===== src/rtl/key_debounce_encoder.sv =====
// Seven-key front end: two-flop synchronizer, tick-sampled debouncer per key,
// press pulses and a lowest-index-wins one-hot note enable for the tone blocks.
module key_debounce_encoder #(
  parameter int NKEYS        = 7,
  parameter int TICK_CYCLES  = 1_000_000,
  parameter int STABLE_TICKS = 2
) (
  input  logic             clk,
  input  logic             rst_n,
  input  logic [NKEYS-1:0] key_raw,
  output logic [NKEYS-1:0] key_held,
  output logic [NKEYS-1:0] press_pulse,
  output logic [NKEYS-1:0] note_en,
  output logic [2:0]       note_idx,
  output logic             note_valid
);

  localparam int PW = $clog2(TICK_CYCLES);
  localparam int SW = $clog2(STABLE_TICKS + 1);

  logic [NKEYS-1:0] s1_q, s2_q;
  logic [PW-1:0]    pcnt_q, pcnt_d;
  logic             tick;
  logic [SW-1:0]    scnt_q [NKEYS];
  logic [SW-1:0]    scnt_d [NKEYS];
  logic [NKEYS-1:0] held_q, held_d;
  logic [NKEYS-1:0] pulse_q, pulse_d;
  logic [NKEYS-1:0] en_q, en_d;
  logic [2:0]       idx_q, idx_d;
  logic             valid_q, valid_d;

  assign tick   = (pcnt_q == PW'(TICK_CYCLES - 1));
  assign pcnt_d = tick ? '0 : pcnt_q + 1'b1;

  genvar gi;
  generate
    for (gi = 0; gi < NKEYS; gi++) begin : g_key
      logic differ;
      logic at_limit;
      assign differ   = s2_q[gi] ^ held_q[gi];
      assign at_limit = (scnt_q[gi] == SW'(STABLE_TICKS - 1));
      // Any agreeing sample, or a completed run, restarts the count.
      assign held_d[gi] = (tick && differ && at_limit) ? ~held_q[gi] : held_q[gi];
      assign scnt_d[gi] = !tick                  ? scnt_q[gi] :
                          (!differ || at_limit)  ? '0         :
                                                   scnt_q[gi] + 1'b1;
    end
  endgenerate

  assign pulse_d = held_d & ~held_q;

  // Encoder works on the next-state levels so it lands on the same edge as key_held.
  always_comb begin
    en_d  = '0;
    idx_d = '0;
    for (int k = NKEYS - 1; k >= 0; k--) begin
      if (held_d[k]) begin
        en_d    = '0;
        en_d[k] = 1'b1;
        idx_d   = 3'(k);
      end
    end
    valid_d = |en_d;
  end

  always_ff @(posedge clk or negedge rst_n) begin
    if (!rst_n) begin
      s1_q    <= '0;
      s2_q    <= '0;
      pcnt_q  <= '0;
      held_q  <= '0;
      pulse_q <= '0;
      en_q    <= '0;
      idx_q   <= '0;
      valid_q <= 1'b0;
      for (int k = 0; k < NKEYS; k++) scnt_q[k] <= '0;
    end else begin
      s1_q    <= key_raw;
      s2_q    <= s1_q;
      pcnt_q  <= pcnt_d;
      held_q  <= held_d;
      pulse_q <= pulse_d;
      en_q    <= en_d;
      idx_q   <= idx_d;
      valid_q <= valid_d;
      for (int k = 0; k < NKEYS; k++) scnt_q[k] <= scnt_d[k];
    end
  end

  assign key_held    = held_q;
  assign press_pulse = pulse_q;
  assign note_en     = en_q;
  assign note_idx    = idx_q;
  assign note_valid  = valid_q;

endmodule

===== config.mk =====
export PLATFORM = sky130hd
export DESIGN_NAME = key_debounce_encoder
export DESIGN_NICKNAME = d
export VERILOG_FILES = /design/src/rtl/key_debounce_encoder.sv
export SDC_FILE = /design/constraint.sdc
export NUM_CORES = 1
export LEC_CHECK = 0
export CORE_MARGIN = 1.5
export CORE_UTILIZATION = 59
export CTS_CLUSTER_SIZE = 24
export DETAILED_ROUTE_END_ITERATION = 6
export PLACE_DENSITY = 0.91
export SYNTH_ARGS = -nofsm -noshare
export SYNTH_HDL_FRONTEND = slang
export SYNTH_SLANG_ARGS = --single-unit
export TNS_END_PERCENT = 1

===== constraint.sdc =====
create_clock -name clk -period 3.9 [get_ports clk]
set_clock_uncertainty 0.1 [all_clocks]
set_input_delay 0.975 -clock clk [delete_from_list [all_inputs] [get_ports clk]]
set_output_delay 0.975 -clock clk [all_outputs]
set_load 0.03 [all_outputs]

### Word-level counts from Yosys, hierarchy flattened

Cells that the tools add are included.

| storage, ports and cells | value |
|---|---|
| logic and storage cells | 105 |
| register bits | 73 |
| output and inout port bits | 25 |

| cells by class | value |
|---|---|
| reductions and logical operators | 29 |
| bitwise logic cells | 16 |
| equality and inequality tests | 8 |
| $add $sub $neg | 8 |
| mux-type cells | 29 |

Operators with widths:

| cell | number |
|---|---|
| $mux 7 | 7 |
| $mux 3 | 7 |
| $add 20x1->20 const B | 1 |
| $eq 20x20->1 const B | 1 |
| $mux 20 | 1 |
| $add 2x1->2 const B | 7 |
| $eq 2x1->1 const B | 7 |
| $logic_and 1x1->1 | 14 |
| $mux 2 | 7 |
| $and 7x7->7 | 1 |
| $logic_not 1->1 | 7 |
| $logic_or 1x1->1 | 7 |
| $mux 1 | 7 |
| $not 1->1 | 7 |
| $not 7->7 | 1 |
| $reduce_or 7->1 | 1 |
| $xor 1x1->1 | 7 |

### Logic depth before layout (Yosys ltp)

Gate-level depths: netlist (run 1).

| depth | value |
|---|---|
| depth after elaboration | 12 |
| mapped depth | 10 |

### Worst setup path before layout (run 1)

Ideal clock, no wire load.

| timing path | value |
|---|---|
| path type | register -> register |
| from | register pcnt_q[0] |
| to | register valid_q, in the netlist note_valid |
| cell stages (with the launch flop) | 9 |
| buffers on the path | 1 |
| setup slack | 1,533 ps |
| arrival | 2,128 ps |
| clock period less this slack | 2,367 ps |
| setup time | 139 ps |
| required time | 3,661 ps |
| cells stage by stage | dfrtp_1 ha_1 and3_1 buf_2 nand4b_2 nor4b_1 ha_1 nand4_1 or4_1 |

| between the ends | value |
|---|---|
| word-level cells in the longest chain between the ends | 12 |

Ends and longest elaborated chain:

| what | RTL line | text |
|---|---|---|
| start, declared | 22 | `logic [PW-1:0] pcnt_q, pcnt_d;` |
| start signal, assigned | 80 | `pcnt_q <= pcnt_d;` |
| $eq 20x20->1 (*) | 32 | `assign tick = (pcnt_q == PW'(TICK_CYCLES - 1));` |
| $logic_and 1x1->1 (2 in a row) | 43 | `assign held_d[gi] = (tick && differ && at_limit) ? ~held_q[gi] : held_q[gi];` |
| $mux 1 | 43 |  |
| $mux 7 (6 in a row) | 57 | `if (held_d[k]) begin` |
| $mux 7 (*) | 57 |  |
| $reduce_or 7->1 (*) | 63 | `valid_d = \|en_d;` |
| net valid_d | 30 | `logic valid_q, valid_d;` |
| end signal, assigned | 85 | `valid_q <= valid_d;` |
| end, declared | 30 |  |

The timed path passes the listed nets; every way through them passes the cells marked *.
A chain may end at the register's enable or synchronous reset.

### Worst setup path in the final report (run 1)

Same ends and word-level chain as after synthesis.

==> results.json, run 1 <==
{
  "detail_route.first_pass.iterations": 4,
  "finalCriticalPeriod_ps": 2970,
  "max-cap-violations": 0,
  "synth_edf_count": 0,
  "h-tree-depth": 3,
  "grt_pass1_wl_um": 10200,
  "synth_seq_cells": 72,
  "hold_class": "flip-flop to flip-flop",
  "cts_hold_buffers": 0,
  "rrSetupSlack_ps": 930,
  "syn_inst": 234,
  "die_h_um": 74.1,
  "initial_core_util": 0.624,
  "wl_per_cell_um": 17.9,
  "ir_drop_mv": 0.343,
  "port_buffers": 33,
  "setup_viol": 0,
  "die_x_um": 74.1,
  "hp-start": "s1_q[6]",
  "vias_per_cell": 5.61,
  "die_area_um2": 5490,
  "layout-drive-gt1-share": 0.103,
  "crit_chain": "ha_1 > and3_1 > nand4b_2 > nor4b_1 > ha_1 > nand4_1 > or4_1",
  "worstSetupEndpointType": "flip-flop",
  "critPathTopFamily": "simple AND/OR/NAND/NOR gates",
  "synth_warnings": 0,
  "cp_num_buf_inv": 0,
  "r2r_end": "note_valid",
  "numCtsBuffers": 9,
  "max-slew-margin-rel": 0.552,
  "clock_sinks": 72,
  "post-route-period-util": 0.762,
  "grt_pass1_vias": 2091,
  "crit_path_max_incr_delay_ps": 490,
  "drtAntennaViolNets": 0,
  "grt_start_max_net_pins": 37,
  "final_nets": 300,
  "p_leak_nw": 1.73,
  "stdcell_area_um2": 3600,
  "crit_path_frequent_cell": "ha_1",
  "dpl.cell_count": 332,
  "reg2reg_from": "pcnt_q[0]",
  "critPathArrivalTime_ps": 3080,
  "tns_ps": 0,
  "netlist_area_um2": 2980,
  "drc": 0,
  "vias": 1952,
  "tightest_slew_ps": 670,
  "dp_hpwl_um": 4000,
  "clockRootBuffer": "clkbuf_8",
  "start_kind": "flip-flop",
  "synth_top_cell_by_area": "dfrtp_1",
  "grt_usage": 0.263,
  "netlist.area_leader.share": 0.604,
  "core_area_um2": 4790,
  "status": "completed",
  "final_max_slew_viol_count": 0,
  "required_ps": 4010,
  "post_dp_cell_area_um2": 3380,
  "cp_slowest_cell": "or4_1",
  "ys_seq_area_frac": 0.604,
  "grt.overflow.total": 0,
  "hold_end": "s2_q[6]",
  "max_freq_ghz": 0.337,
  "worstRegToRegCells": 7,
  "postSynthAreaPerCell_um2": 12.8,
  "first_iter_violations": 77,
  "clk_pin_slew_ps": 70,
  "synthTopCellsByCount": "72 x dfrtp_1, 21 x inv_1, 15 x ha_1, 15 x nor3_1, 14 x xnor2_1",
  "grt_setup_unrepaired": "false",
  "holdPathStages": 0,
  "ys.flop_type": "dfrtp_1",
  "area_growth_syn_to_layout_pct": 20.6,
  "synthTopCellsByArea": "dfrtp_1 60%, ha_1 6.3%, xnor2_1 4.1%, mux2_1 3.8%, inv_1 2.6%",
  "final_cells": 348,
  "powerDensity_nw_per_um2": 399,
  "boundaryPins": 34,
  "gp_congestion": 0.802,
  "synthMostInstantiatedCell": "dfrtp_1",
  "crit_type": "flip-flop to flip-flop",
  "totalWireLength_um": 6210,
  "cts_tree": "yes",
  "finalHoldViolCount": 0,
  "clockBufferDepth": 2,
  "antenna_found_initial": 0,
  "clk_latency_ps": 350,
  "ys_types": 32,
  "cp_max_fo": 9,
  "antenna_cells": 0,
  "cts_resized": 0,
  "postCtsSetupBuffers": 0,
  "syn_nets": 258,
  "num_rows": 25,
  "ys_async_sr_fraction": 1.00
}
==> logic make-up after synthesis <==
logic type      count (synthesis)  synth area share
simple gates                   75             0.164
flops                          72             0.604
buf+inv                        25            0.0361
xor+xnor                       19            0.0558
fa+ha+maj                      15            0.0629
compound gates                 14            0.0252
mux                            14            0.0528
==> layout by cell type (no fill, tap or decap), types with 2 or more instances in the layout <==
| master | n |
|---|---|
| mux2_1 | 10 |
| nor3_1 | 15 |
| mux2_2 | 4 |
| a21oi_1 | 6 |
| nor2b_1 | 2 |
| buf_4 | 2 |
| xor2_1 | 5 |
| nor2_1 | 11 |
| inv_1 | 21 |
| bufinv_16 | 2 |
| and4_1 | 4 |
| nand4_1 | 6 |
| nand2_1 | 8 |
| nand3_1 | 4 |
| clkinv_2 | 3 |
| nor4b_1 | 7 |
| o21ai_0 | 5 |
| ha_1 | 15 |
| dfrtp_1 | 72 |
| and3_1 | 5 |
| a31oi_1 | 2 |
| or3_1 | 5 |
| xnor2_1 | 14 |
| clkbuf_8 | 10 |
| clkdlybuf4s50_1 | 32 |
==> where the power goes <==
part           switching (mW)  internal, mW  total [mW]
Combinational          0.0195        0.0110      0.0305
Clock                   0.276         0.374       0.650
Sequential            0.00313         0.753       0.757
Total                   0.298          1.14        1.44
==> how the worst max path moves through the flow <==
stage	startpoint	end	slack [ps]	cells past startpoint
final	pcnt_q[0]	note_valid	930	7
after global routing	pcnt_q[0]	note_valid	770	7
after CTS	pcnt_q[0]	note_valid	890	7
after detailed placement	pcnt_q[0]	note_valid	950	7
after global placement	pcnt_q[0]	note_valid	1310	7
after floorplan	pcnt_q[0]	note_valid	1530	8
==> area by class of cell <==
class	count	area, µm²
Sequential cell	72	1800
Fill cell	289	1190
Tap cell	67	83.8
Multi-Input combinational cell	137	1070
Inverter	21	78.8
Clock inverter	6	82.6
Clock buffer	10	138
Timing Repair Buffer	35	340
==> flip-flops by register name, indices dropped and copies added (netlist names) <==
register     flops
press_pulse      7
note_en          7
s2_q             7
scnt_q          14
key_held         6
s1_q             7
pcnt_q          20
note_idx         3
note_valid       1
==> metrics by stage <==
| stage | hold WS [ps] | setup slack, ps | util | power [mW] |
|---|---|---|---|---|
| 2_1_floorplan | 231 | 1530 | - | 0.776 |
| 3_3_place_gp | 232 | 1310 | 0.706 | 0.800 |
| 3_5_place_dp | 238 | 952 | 0.706 | 0.802 |
| 4_1_cts | 256 | 889 | 0.752 | 1.45 |
| 5_1_grt | 259 | 775 | 0.752 | 1.48 |
| 6_report | 253 | 929 | 0.752 | 1.44 |
==> per-layer routing <==
layer | vias up | share of wire | track usage
li1 | 903 | - | -
met1 | 979 | 0.42 | 0.312
met2 | 54 | 0.51 | 0.431
met3 | 16 | 0.045 | 0.0772
met4 | 0 | 0.023 | 0.148
met5 | - | 0 | 0
(Power assumes the default switching activity.)
==> inputs of run 2 (changes only) <==
CORE_UTILIZATION = 55   (was 59)
PLACE_DENSITY = 0.86   (was 0.91)
clock period = 3.1 ns   (was 3.9 ns; I/O delays follow)
==> results.json, run 2 (synthesis results as in run 1) <==
{
  "dpl.cell_count": 335,
  "area_growth_syn_to_layout_pct": 21.5,
  "hold_class": "flip-flop to flip-flop",
  "final_common_cell": "dfrtp_1",
  "grt_setup_unrepaired": "false",
  "dp_hpwl_um": 3720,
  "switching_share": 0.200,
  "clk_pin_slew_ps": 70,
  "postCtsSetupBuffers": 0,
  "worstSetupEndpointType": "flip-flop",
  "reg2reg_from": "pcnt_q[0]",
  "p_switching_mw": 0.364,
  "antenna_found_initial": 0,
  "grt_usage": 0.211,
  "hold_ws_ps": 250,
  "holdPathStages": 0,
  "h-tree-depth": 3,
  "post-route-period-util": 0.921,
  "worstRegToRegCells": 7,
  "cp_slowest_cell": "or4_1",
  "critPathArrivalTime_ps": 2960,
  "post_dp_cell_area_um2": 3400,
  "hp-start": "s1_q[3]",
  "grt_pass1_vias": 1989,
  "max_freq_ghz": 0.350,
  "boundaryPins": 34,
  "port_buffers": 33,
  "layout-drive-gt1-share": 0.103,
  "power_mw": 1.82,
  "top_register": "pcnt_q",
  "ir_drop_mv": 0.493,
  "numCtsBuffers": 9,
  "crit_type": "flip-flop to flip-flop",
  "cp_max_fo": 9,
  "clockBufferDepth": 2,
  "antenna_cells": 0,
  "r2r_end": "note_valid",
  "rrSetupSlack_ps": 250,
  "crit_path_frequent_cell": "ha_1",
  "seq_power_share": 0.522,
  "die_x_um": 76.7,
  "final_cell_mix": "72 x dfrtp_1, 32 x clkdlybuf4s50_1, 21 x inv_1, 15 x nor3_1, 15 x ha_1",
  "stdcell_area_um2": 3630,
  "wl_per_cell_um": 15.9,
  "final_max_slew_viol_count": 0,
  "grt_start_max_net_pins": 42,
  "tns_ps": 0,
  "cts_tree": "yes",
  "cts_hold_buffers": 0,
  "gp_congestion": 0.807,
  "clkPwrFrac": 0.457,
  "tightest_slew_ps": 701,
  "die_h_um": 76.7,
  "die_area_um2": 5880,
  "setup_viol": 0,
  "totalWireLength_um": 5570,
  "grt.overflow.total": 0,
  "first_iter_violations": 72,
  "crit_path_max_incr_delay_ps": 470,
  "finalCriticalPeriod_ps": 2850,
  "max-slew-margin-rel": 0.533,
  "p_leak_nw": 1.74,
  "combPwrFrac": 0.021,
  "top_regs": "pcnt_q: 20 flops, scnt_q: 14 flops",
  "drtAntennaViolNets": 0,
  "max-cap-violations": 0,
  "largest_reg_flops": 20,
  "clock_sinks": 72,
  "vias_per_cell": 5.39,
  "clockRootBuffer": "clkbuf_8",
  "final_cells": 351,
  "powerDensity_nw_per_um2": 503,
  "finalHoldViolCount": 0,
  "final_nets": 300,
  "drc": 0,
  "crit_chain": "ha_1 > and3_1 > nand4b_2 > nor4b_1 > ha_1 > nand4_1 > or4_1",
  "detail_route.first_pass.iterations": 4,
  "clk_latency_ps": 340,
  "initial_core_util": 0.577,
  "vias": 1892,
  "intPower_mw": 1.46,
  "crit_path_start": "pcnt_q[0]",
  "cts_resized": 0,
  "start_kind": "flip-flop",
  "num_rows": 26,
  "grt_pass1_wl_um": 9400,
  "required_ps": 3210,
  "core_area_um2": 5170,
  "hold_end": "s2_q[3]",
  "status": "completed"
}
==> run 2: cell types whose count changed in the layout (fill, tap and decap cells not counted), sizes merged <==
cell	previous run	this run
clkbuf	10	11
clkinvlp	1	0
==> run 2: worst max-delay path by stage <==
stage,end,slack [ps]
2_1_floorplan,note_valid,730
3_3_place_gp,note_valid,510
3_5_place_dp,note_valid,280
4_1_cts,note_valid,190
5_1_grt,note_valid,20
6_report,note_valid,250
==> run 2: per-stage QoR <==
stage	setup WS, ps	utilization
after detailed placement	275	0.657
after CTS	194	0.701
after global placement	508	0.657
final	246	0.701
after global routing	15.8	0.701
after floorplan	733	-
==> run 2: layout make-up <==
type / instances / area, µm²
tap: 70 / 87.6
multi-input combinational: 137 / 1070
clock buffer: 11 / 151
inverter: 21 / 78.8
clock inverter: 5 / 78.8
sequential: 72 / 1800
timing repair buffer: 35 / 353
fill: 348 / 1550
==> run 2: layer usage <==
metal / routed length, µm / part of all wire / up-vias / track usage
met1: 2400 / 0.43 / 939 / 0.261
met3: 242 / 0.043 / 15 / 0.0655
met4: 110 / 0.020 / 0 / 0.0944
met5: 0 / 0 / - / 0
li1: - / - / 898 / -
met2: 2820 / 0.51 / 40 / 0.341
==> run 2: power groups by stage <==
| stage | clock [mW] | sequential, mW | combinational, mW |
|---|---|---|---|
| 5_1_grt | 0.885 | 0.951 | 0.0449 |
| 6_report | 0.832 | 0.951 | 0.0391 |
| 4_1_cts | 0.848 | 0.951 | 0.0405 |
| 3_3_place_gp | 0 | 0.969 | 0.0396 |
| 2_1_floorplan | 0 | 0.969 | 0.00763 |
| 3_5_place_dp | 0 | 0.969 | 0.0402 |
==> run 2: worst max-delay path, delay by kind of cell, from the launching register on <==
| family | cells | cell delay (ps) |
|---|---|---|
| flip-flops | 1 | 380 |
| AND/OR/NAND/NOR | 5 | 1770 |
| adder cells (fa/ha/maj) | 2 | 470 |
